**config.mk**
```make
export PLATFORM = sky130hd
export DESIGN_NAME = mcpu_ctrl
export DESIGN_NICKNAME = d
export VERILOG_FILES = /design/src/rtl/mcpu_ctrl.sv
export SDC_FILE = /design/constraint.sdc
export NUM_CORES = 1
export LEC_CHECK = 0
export ABC_AREA = 1
export CAP_MARGIN = 20
export CORE_UTILIZATION = 40
export DETAILED_ROUTE_END_ITERATION = 8
export GPL_TIMING_DRIVEN = 1
export HOLD_SLACK_MARGIN = 0.02
export MAX_ROUTING_LAYER = met4
export PLACE_DENSITY = 0.94
export SETUP_SLACK_MARGIN = 0.5
export SYNTH_ARGS = -nofsm -noshare
export SYNTH_HDL_FRONTEND = slang
export SYNTH_SLANG_ARGS = --single-unit
```
**constraint.sdc**
```tcl
create_clock -name clk -period 2.5 [get_ports clk]
set_clock_uncertainty 0.15 [all_clocks]
set_input_delay 0.25 -clock clk [delete_from_list [all_inputs] [get_ports clk]]
set_output_delay 0.25 -clock clk [all_outputs]
set_load 0.01 [all_outputs]
```
**src/rtl/mcpu_ctrl.sv**
```systemverilog
// Multicycle MIPS-subset control unit: a Moore FSM that sequences fetch, decode,
// execute, memory and writeback. Optional build macro: MCTRL_ILLEGAL_TRAP_EN.
//
// Memory handshake: mem_req (with mem_we and iord) is raised by the controller and
// held stable until the cycle in which mem_ready is sampled high; that cycle
// completes the transfer. mem_ready is ignored whenever mem_req is low.
module mcpu_ctrl #(
    parameter int OP_W = 3,
    parameter int ST_W = 4
) (
    input  logic            clk,
    input  logic            rst,
    input  logic [5:0]      opcode,
    input  logic [5:0]      funct,
    input  logic            alu_zero,
    input  logic            alu_bgtz,
    input  logic            mem_ready,
    output logic            mem_req,
    output logic            mem_we,
    output logic            iord,
    output logic            ir_write,
    output logic            pc_en,
    output logic [1:0]      pc_src,
    output logic            alu_src_a,
    output logic [1:0]      alu_src_b,
    output logic [OP_W-1:0] alu_op,
    output logic            reg_dst,
    output logic            mem_to_reg,
    output logic            reg_write,
    output logic            illegal,
    output logic [ST_W-1:0] state
);

    typedef enum logic [ST_W-1:0] {
        S_FETCH  = 4'd0,
        S_DECODE = 4'd1,
        S_MEMADR = 4'd2,
        S_MEMRD  = 4'd3,
        S_MEMWB  = 4'd4,
        S_MEMWR  = 4'd5,
        S_EXEC   = 4'd6,
        S_RWB    = 4'd7,
        S_BRANCH = 4'd8,
        S_JUMP   = 4'd9,
        S_ADDIEX = 4'd10,
        S_ADDIWB = 4'd11,
        S_HALT   = 4'd12
    } state_t;

    localparam logic [5:0] OP_RTYPE = 6'b000000;
    localparam logic [5:0] OP_LW    = 6'b100011;
    localparam logic [5:0] OP_SW    = 6'b101011;
    localparam logic [5:0] OP_ADDI  = 6'b001000;
    localparam logic [5:0] OP_BEQ   = 6'b000100;
    localparam logic [5:0] OP_BGTZ  = 6'b000111;
    localparam logic [5:0] OP_J     = 6'b000010;

    localparam logic [OP_W-1:0] ALU_ZERO = OP_W'(0);
    localparam logic [OP_W-1:0] ALU_ADD  = OP_W'(1);
    localparam logic [OP_W-1:0] ALU_SUB  = OP_W'(2);
    localparam logic [OP_W-1:0] ALU_AND  = OP_W'(3);
    localparam logic [OP_W-1:0] ALU_OR   = OP_W'(4);
    localparam logic [OP_W-1:0] ALU_XOR  = OP_W'(5);
    localparam logic [OP_W-1:0] ALU_NOR  = OP_W'(6);

    // Where an undecodable instruction goes: trap, or drop it as a NOP.
`ifdef MCTRL_ILLEGAL_TRAP_EN
    localparam state_t ILL_NEXT = S_HALT;
`else
    localparam state_t ILL_NEXT = S_FETCH;
`endif

    state_t cur, nxt;

    always_ff @(posedge clk) begin
        if (rst) cur <= S_FETCH;
        else     cur <= nxt;
    end

    assign state = cur;

    always_comb begin
        nxt        = cur;
        mem_req    = 1'b0;
        mem_we     = 1'b0;
        iord       = 1'b0;
        ir_write   = 1'b0;
        pc_en      = 1'b0;
        pc_src     = 2'd0;
        alu_src_a  = 1'b0;
        alu_src_b  = 2'd0;
        alu_op     = ALU_ZERO;
        reg_dst    = 1'b0;
        mem_to_reg = 1'b0;
        reg_write  = 1'b0;
        illegal    = 1'b0;

        case (cur)
            S_FETCH: begin
                mem_req   = 1'b1;
                alu_src_b = 2'd1;
                alu_op    = ALU_ADD;
                if (mem_ready) begin
                    ir_write = 1'b1;
                    pc_en    = 1'b1;
                    nxt      = S_DECODE;
                end
            end
            S_DECODE: begin
                alu_src_b = 2'd3;
                alu_op    = ALU_ADD;
                case (opcode)
                    OP_RTYPE:       nxt = S_EXEC;
                    OP_LW, OP_SW:   nxt = S_MEMADR;
                    OP_ADDI:        nxt = S_ADDIEX;
                    OP_BEQ, OP_BGTZ: nxt = S_BRANCH;
                    OP_J:           nxt = S_JUMP;
                    default:        nxt = ILL_NEXT;
                endcase
            end
            S_MEMADR: begin
                alu_src_a = 1'b1;
                alu_src_b = 2'd2;
                alu_op    = ALU_ADD;
                nxt       = (opcode == OP_LW) ? S_MEMRD : S_MEMWR;
            end
            S_MEMRD: begin
                mem_req = 1'b1;
                iord    = 1'b1;
                if (mem_ready) nxt = S_MEMWB;
            end
            S_MEMWR: begin
                mem_req = 1'b1;
                mem_we  = 1'b1;
                iord    = 1'b1;
                if (mem_ready) nxt = S_FETCH;
            end
            S_MEMWB: begin
                reg_write  = 1'b1;
                mem_to_reg = 1'b1;
                nxt        = S_FETCH;
            end
            S_EXEC: begin
                alu_src_a = 1'b1;
                nxt       = S_RWB;
                case (funct)
                    6'b100000: alu_op = ALU_ADD;
                    6'b100010: alu_op = ALU_SUB;
                    6'b100100: alu_op = ALU_AND;
                    6'b100101: alu_op = ALU_OR;
                    6'b100110: alu_op = ALU_XOR;
                    6'b100111: alu_op = ALU_NOR;
                    default:   nxt    = ILL_NEXT;
                endcase
            end
            S_RWB: begin
                reg_write = 1'b1;
                reg_dst   = 1'b1;
                nxt       = S_FETCH;
            end
            S_ADDIEX: begin
                alu_src_a = 1'b1;
                alu_src_b = 2'd2;
                alu_op    = ALU_ADD;
                nxt       = S_ADDIWB;
            end
            S_ADDIWB: begin
                reg_write = 1'b1;
                nxt       = S_FETCH;
            end
            S_BRANCH: begin
                // bgtz has rt=$0, so the subtract leaves rs and the bgtz flag applies.
                alu_src_a = 1'b1;
                alu_op    = ALU_SUB;
                pc_src    = 2'd1;
                pc_en     = (opcode == OP_BGTZ) ? alu_bgtz : alu_zero;
                nxt       = S_FETCH;
            end
            S_JUMP: begin
                pc_src = 2'd2;
                pc_en  = 1'b1;
                nxt    = S_FETCH;
            end
            S_HALT: begin
`ifdef MCTRL_ILLEGAL_TRAP_EN
                illegal = 1'b1;
                nxt     = S_HALT;
`else
                nxt     = S_FETCH;
`endif
            end
            default: nxt = S_FETCH;
        endcase

        if (rst) begin
            nxt        = S_FETCH;
            mem_req    = 1'b0;
            mem_we     = 1'b0;
            iord       = 1'b0;
            ir_write   = 1'b0;
            pc_en      = 1'b0;
            pc_src     = 2'd0;
            alu_src_a  = 1'b0;
            alu_src_b  = 2'd0;
            alu_op     = ALU_ZERO;
            reg_dst    = 1'b0;
            mem_to_reg = 1'b0;
            reg_write  = 1'b0;
            illegal    = 1'b0;
        end
    end

endmodule

```
==> impl_metrics.ini <==
[status]
status = completed

[yosys]
yosys_warnings = 0
synth.area.mux_share = 0
synth_cell_types = 26
synth_compound_area_frac = 0.1648
ys_ff_latch = 4
synth_area_per_cell_um2 = 5.043
syn_nets = 148
synth_xor_area_frac = 0.01326
synth-simple-area-share = 0.5076
yosysSeqAreaShare = 0.1212
ys_top_cells_by_area = inv_1, nand2_1, nor2_1
yosys.area.top_type = inv_1
synth_area_um2 = 660.6
synth_top_family_by_area = simple AND/OR/NAND/NOR gates
synth_fa_ha_area_frac = 0
synth_cells = 131
synth_top_area_frac = 0.1477

[timing]
post-route-min-period_ps = 1932
drv_slew = 0
finalSetupViolCount = 0
rsz0062_at_grt = true
clock.fmax_ghz = 0.5177
hold_viol = 0
timing.hold.ws_ps = 476.7
finalCritPeriodShare = 0.7727
tns_ps = 0

[die]
initial_core_util = 0.4335
rows = 14
die_area_um2 = 1818
dieWidth_um = 42.64
die_h_um = 42.64
core_um2 = 1524
io_pins = 38

[routing]
drt-vias-per-instance = 5.133
drt_iter0_drc = 28
via_count = 965
ant_nets = 0
detail_route.first_pass.iterations = 4
routedWlPerCell_um = 10.63
wirelength_mm = 1.998
drc = 0

[worst_setup_path]
crit_family = buffers and inverters
cpPeakStageDelay_ps = 480
worstPathCellList = clkdlybuf4s50_1, inv_1, nor2_2, nand3_2, o21ai_1, nand2_1, a31oi_1, clkbuf_2
crit_arrival_ps = 1530
crit_type = input port to primary output
r2r_cells = 8
worst-path-stages = 8
cp-start-kind = input port
cp_max_fo = 3
crit_buf_inv = 3
cp-end-kind = primary output
critical-path-slowest-cell = clkdlybuf4s50_1
worstPathRequired_ps = 2100

[placement]
gp_congestion = 0.9219
hpwl_mm = 1.554
port_buffers = 36
placed_cells = 183

[min_path]
hold_class = flop to flop
holdPathStages = 2

[cts]
clockBufferDepth = 2
cts_buffers = 3
postCtsHoldBufs = 0
clkSlewWorstSetupHoldPaths_ps = 40
tritoncts = yes
cts_root_buf = clkbuf_4
htreeDepth = 1
cts_sinks = 4
clock_latency_ps = 230

[final_layout]
register_area_um2 = 85.08
syn2layout_area_growth_pct = 67.99
final_cells = 188
largest_reg_flops = 4
nets = 191
multi_input_area_um2 = 486.7
drive_gt1_frac = 0.2093
diodes = 0
fill_cells = 121
utilization = 0.7282

[grt]
overflow = 0
grt_max_degree = 10
antenna_found_initial = 0
grt_pass1_wl_mm = 2.953
grt_usage = 0.2130
grt_pass1_vias = 774

[power_and_ir_drop]
total_leakage_power_nw = 0.6290
pwr_density_cell_nw_per_um2 = 232.1
peakVddDrop_v = 0.0003612

[run]
drv_cap = 0
-- synth_stat cells (all sizes together) --
cell and count:
conb 1, buf 2, xor2 1, inv 29, a21oi 10, nor2 28, o21ai 5, nand4 3
nand3b 1, nor4 1, nor3 2, nand2 26, o31ai 1, nand3 13, clkbuf 1, a21boi 1
a31oi 1, a221oi 1, dfxtp 4
-- layer usage --
layer  track usage  up-vias  share of wire
met5             -        -              0
met4       0.05625        0         0.0080
met3       0.06034        4          0.073
met2        0.3818       39           0.50
met1        0.2254      427           0.42
li1              -      495              -
-- tightest hold or removal path, stage by stage, from the launching register on --
cell and delay [ps]:
dfxtp_2 360, nand3_1 140, a21oi_1 80
-- final timing paths --
check	start	end	slack [ps]
setup / recovery	funct[5]	alu_op[0]	570
setup reg to reg	state[2]$_SDFFE_PP0P_	state[2]$_SDFFE_PP0P_	1130
hold / removal	state[1]$_SDFFE_PP0P_	state[3]$_SDFFE_PP0P_	480
hold reg to reg	state[1]$_SDFFE_PP0P_	state[3]$_SDFFE_PP0P_	480
-- cell usage in the layout (no fill, tap or decap), drive strengths merged, types with 2 or more instances in the layout --
master	count
clkdlybuf4s50	21
o21ai	5
nand3	13
clkbuf	5
nand2	26
dfxtp	4
buf	7
dlymetal6s2s	6
nand4	3
nor3	2
inv	29
a21oi	10
nor2	28
dlygate4sd2	5
-- report_power, final --
part / internal, mW / leakage, nW / switching [mW]
clock: 0.0534 / 0.0138 / 0.0228
sequential: 0.0666 / 0.0343 / 0.00376
combinational: 0.0552 / 0.581 / 0.0558
-- metrics by stage --
step           total power, mW  worst slack, ps  instance area [um2]
5_1_grt                 0.2766            394.6                 1110
6_report                0.2576            568.4                 1110
2_1_floorplan           0.1199            906.4                660.6
3_5_place_dp            0.1778            130.7                 1049
3_3_place_gp            0.1761            167.1                 1049
4_1_cts                 0.2554            399.6                 1074
-- layout make-up --
cell class	count	share of cell area
repair buffers	41	0.3484
well taps	16	0.01804
clock buffers	3	0.02029
multi-input cells	95	0.4386
flip-flops and latches	4	0.07666
inverters	29	0.09808
-- logic make-up after synthesis --
group           count (synthesis)
other cells                     1
simple gates                   74
flops                           4
xor+xnor                        1
buf+inv                        32
compound gates                 19
-- what timing repair did --
| item | 4_1_cts | 5_1_grt |
|---|---|---|
| setup endpoints to repair | 11 | 10 |
| resized for setup | 23 | 20 |
| pin swaps | 2 | 4 |
| setup buffers | 0 | 2 |
No activity file was read; power rests on OpenSTA's default activity.
